### src/rtl/led_step_controller_pkg.sv
// rtl/led_step_controller_pkg.sv - shared types and constants for the LED ring step controller
package led_ctrl_pkg;

   typedef enum logic {
      RUN    = 1'b0,
      PAUSED = 1'b1
   } ctrl_state_t;

   localparam int BTN_SLOW   = 0;
   localparam int BTN_FAST   = 1;
   localparam int BTN_PAUSE  = 2;
   localparam int BTN_DIR    = 3;
   localparam int BTN_STEP   = 4;
   localparam int NUM_BTNS   = 5;
   localparam int NUM_SPEEDS = 5;

   // Slowest speed (0) gives the longest period: NUM_SPEEDS x base.
   function automatic logic [31:0] step_period(input logic [2:0] speed, input logic [31:0] base);
      return (32'(NUM_SPEEDS) - {29'd0, speed}) * base;
   endfunction

endpackage

### src/rtl/led_step_controller_debounce.sv
// rtl/led_step_controller_debounce.sv - one-button synchronizer, debouncer and rising-edge press detector
module button_debounce #(
   parameter int DEBOUNCE_CYCLES = 500_000
) (
   input  logic clk,
   input  logic rst,
   input  logic btn_raw,
   output logic press
);

   localparam int CW = (DEBOUNCE_CYCLES > 1) ? $clog2(DEBOUNCE_CYCLES) : 1;

   logic          sync1;
   logic          sync2;
   logic          db;
   logic          db_prev;
   logic [CW-1:0] cnt;

   always_ff @(posedge clk or posedge rst) begin
      if (rst) begin
         sync1   <= 1'b0;
         sync2   <= 1'b0;
         db      <= 1'b0;
         db_prev <= 1'b0;
         cnt     <= '0;
         press   <= 1'b0;
      end else begin
         sync1 <= btn_raw;
         sync2 <= sync1;
         // Any cycle of agreement restarts the stability window.
         if (sync2 == db) begin
            cnt <= '0;
         end else if (cnt == CW'(DEBOUNCE_CYCLES - 1)) begin
            db  <= sync2;
            cnt <= '0;
         end else begin
            cnt <= cnt + CW'(1);
         end
         db_prev <= db;
         press   <= db & ~db_prev;
      end
   end

endmodule

### src/rtl/led_step_controller.sv
// rtl/led_step_controller.sv - button-driven run/pause scheduler emitting one-cycle ring step strobes
module led_step_controller
   import led_ctrl_pkg::*;
#(
   parameter int DEBOUNCE_CYCLES = 500_000,
   parameter int BASE_PERIOD     = 1_000_000
) (
   input  logic       clk,
   input  logic       rst,
   input  logic [4:0] buttons,
   output logic       step,
   output logic       dir,
   output logic       paused,
   output logic [2:0] speed_idx
);

   logic [NUM_BTNS-1:0] press;
   ctrl_state_t         state, state_n;
   logic [31:0]         cnt, cnt_n;
   logic [31:0]         period;
   logic                step_n;
   logic                dir_n;
   logic [2:0]          speed_n;

   for (genvar i = 0; i < NUM_BTNS; i++) begin : g_btn
      button_debounce #(
         .DEBOUNCE_CYCLES(DEBOUNCE_CYCLES)
      ) u_debounce (
         .clk    (clk),
         .rst    (rst),
         .btn_raw(buttons[i]),
         .press  (press[i])
      );
   end

   assign period = step_period(speed_idx, 32'(BASE_PERIOD));
   assign paused = (state == PAUSED);

   always_ff @(posedge clk or posedge rst) begin
      if (rst) begin
         state     <= RUN;
         cnt       <= '0;
         step      <= 1'b0;
         dir       <= 1'b0;
         speed_idx <= '0;
      end else begin
         state     <= state_n;
         cnt       <= cnt_n;
         step      <= step_n;
         dir       <= dir_n;
         speed_idx <= speed_n;
      end
   end

   always_comb begin
      state_n = state;
      cnt_n   = cnt;
      step_n  = 1'b0;
      dir_n   = dir ^ press[BTN_DIR];
      speed_n = speed_idx;

      // Opposing speed presses cancel; saturated presses leave speed_n equal.
      if (press[BTN_SLOW] && !press[BTN_FAST] && speed_idx != 3'd0)
         speed_n = speed_idx - 3'd1;
      else if (press[BTN_FAST] && !press[BTN_SLOW] && speed_idx != 3'(NUM_SPEEDS - 1))
         speed_n = speed_idx + 3'd1;

      case (state)
         RUN: begin
            if (press[BTN_PAUSE]) begin
               state_n = PAUSED;
               cnt_n   = '0;
            end else if (speed_n != speed_idx) begin
               cnt_n = '0;
            end else if (cnt == period - 32'd1) begin
               cnt_n  = '0;
               step_n = 1'b1;
            end else begin
               cnt_n = cnt + 32'd1;
            end
         end
         PAUSED: begin
            cnt_n = '0;
            if (press[BTN_PAUSE])
               state_n = RUN;
            else if (press[BTN_STEP])
               step_n = 1'b1;
         end
      endcase
   end

endmodule

### config.mk
export PLATFORM = sky130hd
export DESIGN_NAME = led_step_controller
export DESIGN_NICKNAME = d
export VERILOG_FILES = /design/src/rtl/led_step_controller_pkg.sv /design/src/rtl/led_step_controller_debounce.sv /design/src/rtl/led_step_controller.sv
export SDC_FILE = /design/constraint.sdc
export NUM_CORES = 1
export LEC_CHECK = 0
export ABC_AREA = 1
export ABC_CLOCK_PERIOD_IN_PS = 7500
export BUFFER_PORTS_ARGS = -buffer_cell sky130_fd_sc_hd__clkbuf_2
export CAP_MARGIN = 40
export CORE_ASPECT_RATIO = 1.75
export CORE_MARGIN = 10
export CORE_UTILIZATION = 45
export DETAILED_ROUTE_END_ITERATION = 10
export SETUP_SLACK_MARGIN = 0.05
export SYNTH_ARGS = -nofsm -noshare
export SYNTH_HDL_FRONTEND = slang
export SYNTH_HIERARCHICAL = 1
export SYNTH_SLANG_ARGS = --single-unit
### constraint.sdc
create_clock -name clk -period 7.5 [get_ports clk]
set_input_delay 0.375 -clock clk [delete_from_list [all_inputs] [get_ports clk]]
set_output_delay 0.375 -clock clk [all_outputs]
set_load 0.1 [all_outputs]
== After elaboration in Yosys (flattened, before gate mapping) ==
Cells that the tools add are included.

* Flip-flop bits (word level): 158
* Bits of input ports: 7
* Output and inout bits: 6
* Word-level logic and storage cells: 113

* $add $sub $neg: 10
* Multipliers: 1
* Equal/unequal tests: 13
* Muxes and demuxes: 25
* Bitwise operators: 17
* Reduce and logical (&&, ||, !) cells: 12

{| class="wikitable"
|+ Operators with widths
! operator !! count
|-
| 19-bit two-way mux || 10
|-
| 32-bit two-way mux || 3
|-
| 19-bit by 1-bit adder with 19-bit output (second input constant) || 5
|-
| 19-bit equality test (second input constant) || 5
|-
| 32-bit case mux with 2 select lines || 1
|-
| 32-bit by 1-bit adder with 32-bit output (second input constant) || 1
|-
| 32-bit equality test || 1
|-
| 32-bit by 14-bit multiplier with 26-bit output (second input constant) || 1
|-
| 32-bit by 1-bit subtractor with 32-bit output (second input constant) || 1
|-
| 1-bit NOT || 11
|-
| 2-bit AND reduction || 5
|-
| 1-bit two-way mux || 7
|-
| 3-bit two-way mux || 2
|-
| 1-bit AND || 5
|-
| 1-bit equality test || 5
|-
| 1-bit logical AND || 4
|-
| 1-bit case mux with 2 select lines || 2
|-
| 3-bit by 3-bit subtractor with 4-bit output (first input constant) || 1
|-
| 3-bit by 1-bit adder with 3-bit output (second input constant) || 1
|-
| 3-bit inequality test || 1
|-
| 3-bit inequality test (second input constant) || 1
|-
| 3-bit nonzero test || 1
|-
| 3-bit by 1-bit subtractor with 3-bit output (second input constant) || 1
|-
| 1-bit logical NOT || 2
|-
| 1-bit bitwise XOR || 1
|}

== Logic depth before layout (Yosys ltp) ==
Gate-level depths: netlist of run 1.

* Depth in word-level cells: 9
* Gate-level depth with buffers: 34

== Hierarchy ==
The synthesis of run 1 kept the hierarchy.

{| class="wikitable"
|+ By module, submodules not included
! module !! times used !! cells each !! area each (um^2) !! seq. area each (um^2)
|-
| button_debounce || 5 || 154 || 1290.0 || 600.6
|-
| led_step_controller || 1 || 805 || 5117.4 || 950.9
|}

== Least setup slack after synthesis of run 1 ==
Ideal clock, no wire load.

* Path type: register to register
* Start: register speed_idx[0]
* End: register, netlist name cnt[15]
* Arrival: 6.209 ns
* Required time: 7.378 ns
* Slack: 1.169 ns
* Cell stages (with the launch flop): 33
* Period minus slack after synthesis: 6.331 ns
* Cells stage by stage: dfrtp_1 > inv_1 > ha_1 > inv_1 > ha_1 > fa_1 > inv_1 > fa_1 > inv_1 > ha_1 > inv_1 > fa_1 > inv_1 > ha_1 > nand2_1 > inv_1 > a21oi_1 > nand2_1 > nand2_1 > nand2_1 > nand2_1 > nor2_1 > nor2_2 > nand2_1 > nand2_1 > nand2_1 > inv_1 > nand2_1 > nor2_1 > nand4_2 > nand2_4 > buf_8 > nor2_2

{| class="wikitable"
|+ RTL lines
! element !! line !! RTL
|-
| from (decl) || led_step_controller.sv:14 || <nowiki>output logic [2:0] speed_idx</nowiki>
|-
| from (signal assigned) || led_step_controller.sv:51 || <nowiki>speed_idx <= speed_n;</nowiki>
|}

==> results_dict.tcl, run 1 <==
set metrics [dict create \
    final_util_pct 50.1 \
    async_flop_share_pct 100 \
    multiInputGateArea_um2 6680 \
    rr_worst_depth 27 \
    cts.sinks 158 \
    synth_area_um2 11600 \
    hpwl_um 22300 \
    crit_buf_inv 6 \
    die-area_um2 32800 \
    timing.setup.tns_ns 0 \
    seqPwrFrac_pct 48.1 \
    p_int_mw 1.41 \
    grt_antenna_before_repair 0 \
    crit_start "speed_idx[0]$_DFF_PP0_" \
    top_level_ports 13 \
    post-route-period-util_pct 87.2 \
    routed_via_density 5.02 \
    die_y_um 232 \
    grt_pass1_vias 9971 \
    p_per_area_nw_per_um2 142 \
    avgSynthCellArea_um2 7.34 \
    skew_ns 0.00813 \
    n_antenna_cell 0 \
    power_frac_comb_pct 3.0 \
    worstSkewPairLatency_ns 0.43 \
    grt-ovfl-total 0 \
    drive_gt1_share_pct 15.5 \
    ys_ff_latch 158 \
    synth_top_cell_area_share_pct 34.2 \
    p_leak_nw 5.78 \
    die_x_um 141 \
    synth_nets 1642 \
    end_kind "flip-flop" \
    path_max_fanout 32 \
    clk_pin_slew_worst_paths_ns 0.07 \
    grt_max_degree 39 \
    peakVddDrop_uv 135 \
    wl_um 27400 \
    layout.nets 1673 \
    root_buffer "clkbuf_16" \
    fin_area_um2 12700 \
    drtIter0Drc 395 \
    hold_slack_ns 0.0377 \
    ys.flop_type "dfrtp_1" \
    yosysSeqAreaShare_pct 34.2 \
    crit_top_cell "inv_1" \
    fin_crit_ns 6.54 \
    syn_inst 1575 \
    n_fill_cell 2581 \
    r2r_setup_slack_ns 0.96 \
    globalRouteTotalUtil_pct 17.4 \
    critPathArrivalTime_ns 6.89 \
    critPathSlowestCell "dfrtp_1" \
    cts-resized-gates 0 \
    synthToLayoutAreaGrowth_pct 9.72 \
    stdcell_count 1934 \
    seqCellArea_um2 3950 \
    path_depth 27 \
    htreeDepth 4 \
    initial_core_util_pct 45.7 \
    required_ns 7.85 \
    swShare_pct 21.9 \
    synth_area_leaders "dfrtp_1 (34%), nand2_1 (12%), nor2_1 (7.1%)" \
    finalHoldViolCount 0 \
    core_area_um2 25300 \
    pwr-share-clk_pct 48.9 \
    timing_worst_setup_path_type "reg -> reg" \
    drc 0 \
    max_slew_margin_pct 42.7 \
    yosysWarnings 6 \
    numCtsBuffers 17 \
    yosys.area.top_type "dfrtp_1" \
    hp-class "in -> async" \
    drv_cap 0 \
    hold_buffers 0 \
    p_switching_mw 0.395 \
    grt_first_pass_wirelength_um 46500 \
    cts_tree "yes" \
    status "completed" \
    cpLargestDelayFamily "adder cells" \
    firstDrtPassIters 5 \
    wl_per_cell_um 14.2 \
    cp-start-kind "flip-flop" \
    drv_slew 0 \
    gp_congestion 0.908 \
    synth_enable_flop_cells 0 \
    r2r-start "speed_idx[0]$_DFF_PP0_" \
    tightest_slew_ns 0.859 \
    placed_area_um2 12100 \
    r2r-end "cnt[1]$_DFF_PP0_" \
    clockBufferDepth 2 \
    vias 9708 \
    ys_types 39 \
    rows 77 \
    setup_viol 0 \
    ant_nets 0 \
    port_buffers 12 \
    post_cts_buffers 0 \
    rsz0062_at_grt "false" \
    critPathMaxStageDelay_ns 0.56 \
    place_inst 1903 \
    fmax_ghz 0.153 \
]
## synthesized netlist by cell type (2+ instances only)
library cell	count
nand2_2	50
buf_2	2
inv_2	15
nor3b_1	5
buf_8	2
nor2_1	218
nor2_4	29
nor3b_2	5
nand2_4	8
nand4_1	30
a21oi_1	35
nor3_1	13
o21bai_1	6
xnor2_1	21
inv_1	215
o21ai_1	10
xor2_1	55
nand3_2	16
nor2_2	64
clkbuf_1	3
dfrtp_1	158
a21oi_2	6
nor4_1	8
o21a_1	5
nand3_1	127
nand3b_1	4
ha_1	49
o22ai_1	5
fa_1	11
o21ai_0	15
xor2_2	5
nand2_1	373
## worst register-to-register path: stages, from the launching register on
cell     delay (ns)
dfrtp_1        0.56
inv_1          0.26
ha_1           0.40
inv_1          0.10
ha_1           0.31
fa_1           0.51
inv_1          0.05
fa_1           0.49
inv_1          0.04
ha_1           0.26
inv_1          0.05
fa_1           0.50
inv_1          0.04
ha_1           0.40
nand2_1        0.15
nor2_2         0.24
nand3_1        0.16
nand3_1        0.14
nand2_1        0.08
nand2_1        0.15
nand3_1        0.13
nor3_1         0.40
nand3_1        0.21
nand3_1        0.16
nor2_1         0.06
nand4_2        0.10
nand2_4        0.29
nor2_2         0.21
## stage by stage
step,worst slack (ns),power (mW)
final,0.959,1.81
after global routing,0.523,1.88
after CTS,0.999,1.84
after detailed placement,1.00,0.941
after global placement,1.11,0.932
after floorplan,1.17,0.917
## sequential cells by signal (all words and copies together), names as in the netlist
name,flops
cnt,32
dir,1
g_btn.u_debounce/cnt,95
g_btn.u_debounce/db,5
g_btn.u_debounce/db_prev,5
g_btn.u_debounce/press,5
g_btn.u_debounce/sync1,5
g_btn.u_debounce/sync2,5
paused,1
speed_idx,3
step,1
## cell type report
class / instances / area share [%]
Timing Repair Buffer: 20 / 1.54
Clock buffer: 19 / 3.49
Sequential cell: 158 / 31.2
Inverter: 231 / 6.83
Clock inverter: 12 / 1.28
Tap cell: 316 / 3.12
Multi-Input combinational cell: 1178 / 52.6
## how the worst max path moves through the flow
stage,endpoint
after detailed placement,cnt[31]$_DFF_PP0_
after global routing,cnt[31]$_DFF_PP0_
after global placement,cnt[0]$_DFF_PP0_
final,cnt[1]$_DFF_PP0_
after CTS,cnt[31]$_DFF_PP0_
after floorplan,cnt[15]$_DFF_PP0_
## cells in the final DEF, fill, tap and decap left out, drive strengths merged
| cell type | netlist | routed |
|---|---|---|
| a21boi | 1 | 1 |
| a21o | 1 | 1 |
| a21oi | 41 | 41 |
| and2 | 1 | 1 |
| buf | 5 | 8 |
| bufinv | 0 | 3 |
| clkbuf | 3 | 31 |
| clkinv | 1 | 5 |
| clkinvlp | 0 | 5 |
| dfrtp | 158 | 158 |
| fa | 11 | 11 |
| ha | 49 | 49 |
| inv | 230 | 230 |
| nand2 | 431 | 431 |
| nand3 | 144 | 144 |
| nand3b | 4 | 4 |
| nand4 | 31 | 31 |
| nor2 | 311 | 311 |
| nor3 | 13 | 13 |
| nor3b | 10 | 10 |
| nor4 | 8 | 8 |
| o21a | 5 | 5 |
| o21ai | 25 | 25 |
| o21bai | 6 | 6 |
| o22ai | 5 | 5 |
| xnor2 | 21 | 21 |
| xor2 | 60 | 60 |
## power by group through the flow
stage | logic (mW) | clock network [mW] | registers (mW)
floorplan | 0.0351 | 0 | 0.882
global placement | 0.0488 | 0 | 0.883
detailed placement | 0.0571 | 0 | 0.884
CTS | 0.0575 | 0.912 | 0.868
global route | 0.0644 | 0.944 | 0.868
finish | 0.0550 | 0.882 | 0.868
## routing by layer
| layer | vias up | part of all wire (%) | GRT usage, % |
|---|---|---|---|
| li1 | 4977 | - | - |
| met1 | 4509 | 37 | 16.5 |
| met2 | 144 | 56 | 34.4 |
| met3 | 78 | 2.0 | 2.42 |
| met4 | 0 | 4.9 | 9.78 |
| met5 | - | 0 | 0 |
## cell families after synthesis
kind of cell	synth area share [%]
and+or+nand+nor	39.9
buffers and inverters	8.11
DFF	34.2
AOI/OAI and AO/OA	4.16
xor gates and xnor gates	6.46
adders and majority gates	7.20
(Power assumes the default switching activity.)
==> run 2: changes to the inputs <==
--- a/config.mk
+++ b/config.mk
@@ -11,8 +11,10 @@
 export CAP_MARGIN = 40
 export CORE_ASPECT_RATIO = 1.75
 export CORE_MARGIN = 10
-export CORE_UTILIZATION = 45
+export CORE_UTILIZATION = 65
 export DETAILED_ROUTE_END_ITERATION = 10
+export PLACE_DENSITY = 0.82
+export RECOVER_POWER = 25
 export SETUP_SLACK_MARGIN = 0.05
 export SYNTH_ARGS = -nofsm -noshare
 export SYNTH_HDL_FRONTEND = slang
==> results_dict.tcl, run 2 (same netlist as run 1, synthesis figures left out) <==
set metrics [dict create \
    cp-start-kind "flip-flop" \
    max_slew_margin_pct 20.3 \
    drtIter0Drc 523 \
    hp-class "in -> reg" \
    cts_tree "yes" \
    initial_core_util_pct 66.3 \
    timing_worst_setup_path_type "reg -> reg" \
    grt_pass1_vias 10500 \
    grt_antenna_before_repair 0 \
    status "completed" \
    skew_ns 0.0102 \
    core_area_um2 17500 \
    stdcell_count 1851 \
    peakVddDrop_uv 178 \
    layout.nets 1674 \
    seqCellArea_um2 3950 \
    end_kind "flip-flop" \
    hpwl_um 21300 \
    die-area_um2 23700 \
    worstSkewPairLatency_ns 0.43 \
    die_x_um 121 \
    port_buffers 12 \
    timing.setup.tns_ns 0 \
    firstDrtPassIters 5 \
    drv_slew 0 \
    path_max_fanout 32 \
    cts.sinks 158 \
    critPathSlowestCell "dfrtp_1" \
    crit_start "speed_idx[0]$_DFF_PP0_" \
    largest_reg_flops 95 \
    fin_crit_ns 6.46 \
    vias 10100 \
    numCtsBuffers 17 \
    root_buffer "clkbuf_16" \
    n_antenna_cell 0 \
    p_leak_nw 5.76 \
    post_cts_buffers 0 \
    final_common_cell "nand2_1" \
    die_y_um 196 \
    rsz0062_at_grt "false" \
    critPathArrivalTime_ns 6.75 \
    globalRouteTotalUtil_pct 24.0 \
    drv_cap 0 \
    cts-resized-gates 0 \
    gp_congestion 1.01 \
    wl_per_cell_um 14.7 \
    rows 64 \
    top_register "g_btn.u_debounce/cnt" \
    htreeDepth 4 \
    crit_top_cell "inv_1" \
    multiInputGateArea_um2 6680 \
    clk_pin_slew_worst_paths_ns 0.06 \
    drive_gt1_share_pct 15.1 \
    required_ns 7.79 \
    place_inst 1818 \
    synthToLayoutAreaGrowth_pct 8.47 \
    wl_um 27100 \
    r2r-start "speed_idx[0]$_DFF_PP0_" \
    top_level_ports 13 \
    critPathMaxStageDelay_ns 0.54 \
    reg_top3 "g_btn.u_debounce/cnt (95), cnt (32)" \
    grt_first_pass_wirelength_um 46900 \
    finalHoldViolCount 0 \
    routed_via_density 5.45 \
    setup_viol 0 \
    clockBufferDepth 2 \
    n_fill_cell 1474 \
    grt-ovfl-total 0 \
    layout_common_cells "nand2_1 (373), nor2_1 (218), inv_1 (215)" \
    drc 0 \
    ant_nets 0 \
    fmax_ghz 0.155 \
    grt_max_degree 39 \
    hold_path.startpoint "buttons[2]" \
    tightest_slew_ns 1.20 \
    post-route-period-util_pct 86.1 \
    p_per_area_nw_per_um2 143 \
]
run 2: cell count changes in the layout (fill, tap and decap cells not counted), sizes merged:
cell and delta:
buf -2, dlygate4sd3 +1, inv +2, clkinvlp -2
clkbuf +3
run 2: final timing paths:
path / end / slack, ns / cells after the start
hold / removal: g_btn[2].u_debounce/sync1$_DFF_PP0_ / 0.05 / 1
setup reg to reg: cnt[0]$_DFF_PP0_ / 1.04 / 28
hold reg to reg: g_btn[2].u_debounce/sync2$_DFF_PP0_ / 0.35 / 0
setup / recovery: cnt[0]$_DFF_PP0_ / 1.04 / 28
max in group asynchronous: g_btn[4].u_debounce/cnt[2]$_DFF_PP0_ / 5.61 / 4
min in group asynchronous: g_btn[4].u_debounce/db_prev$_DFF_PP0_ / 0.55 / 3
run 2: per-layer routing:
metal	up-vias	share of wire, %	GRT usage [%]
met5	-	0	0
met2	253	56	46.1
met4	0	6.4	17.1
li1	4994	-	-
met1	4735	35	22.1
met3	111	2.9	3.41
run 2: timing repair:
action	in CTS	in global routing
hold endpoints to repair	10	0
hold buffers	1	0
setup endpoints to repair	0	0
run 2: worst max-delay path: cells and delay by family (launching register included):
| family | cells | cell delay [ns] |
|---|---|---|
| buffers and inverters | 6 | 0.54 |
| adder cells (fa/ha/maj) | 7 | 2.85 |
| AND/OR/NAND/NOR | 14 | 2.20 |
| flip-flops | 1 | 0.54 |
| AO/OA/AOI/OAI | 1 | 0.17 |
run 2: layout make-up:
cell class | count | area share [%]
clock buffers | 20 | 3.56
clock inverters | 12 | 1.29
inverters | 231 | 6.91
multi-input cells | 1178 | 53.2
flip-flops and latches | 158 | 31.5
well taps | 231 | 2.30
repair buffers | 21 | 1.23
run 2: through the flow:
stage	hold slack [ns]	util [%]	cell area, um^2	total power, mW	setup WS (ns)
2_1_floorplan	0.331	-	11600	0.917	1.17
3_3_place_gp	0.333	68.0	11900	0.930	1.20
3_5_place_dp	0.335	68.6	12000	0.940	1.08
4_1_cts	0.0400	72.2	12600	1.82	1.07
5_1_grt	0.0359	71.9	12500	1.86	0.579
6_report	0.0515	71.9	12500	1.80	1.04
run 2: power breakdown:
group	internal (mW)	switching, mW	total, mW
combinational	0.0137	0.0379	0.0517
clock	0.535	0.345	0.880
sequential	0.862	0.00661	0.868
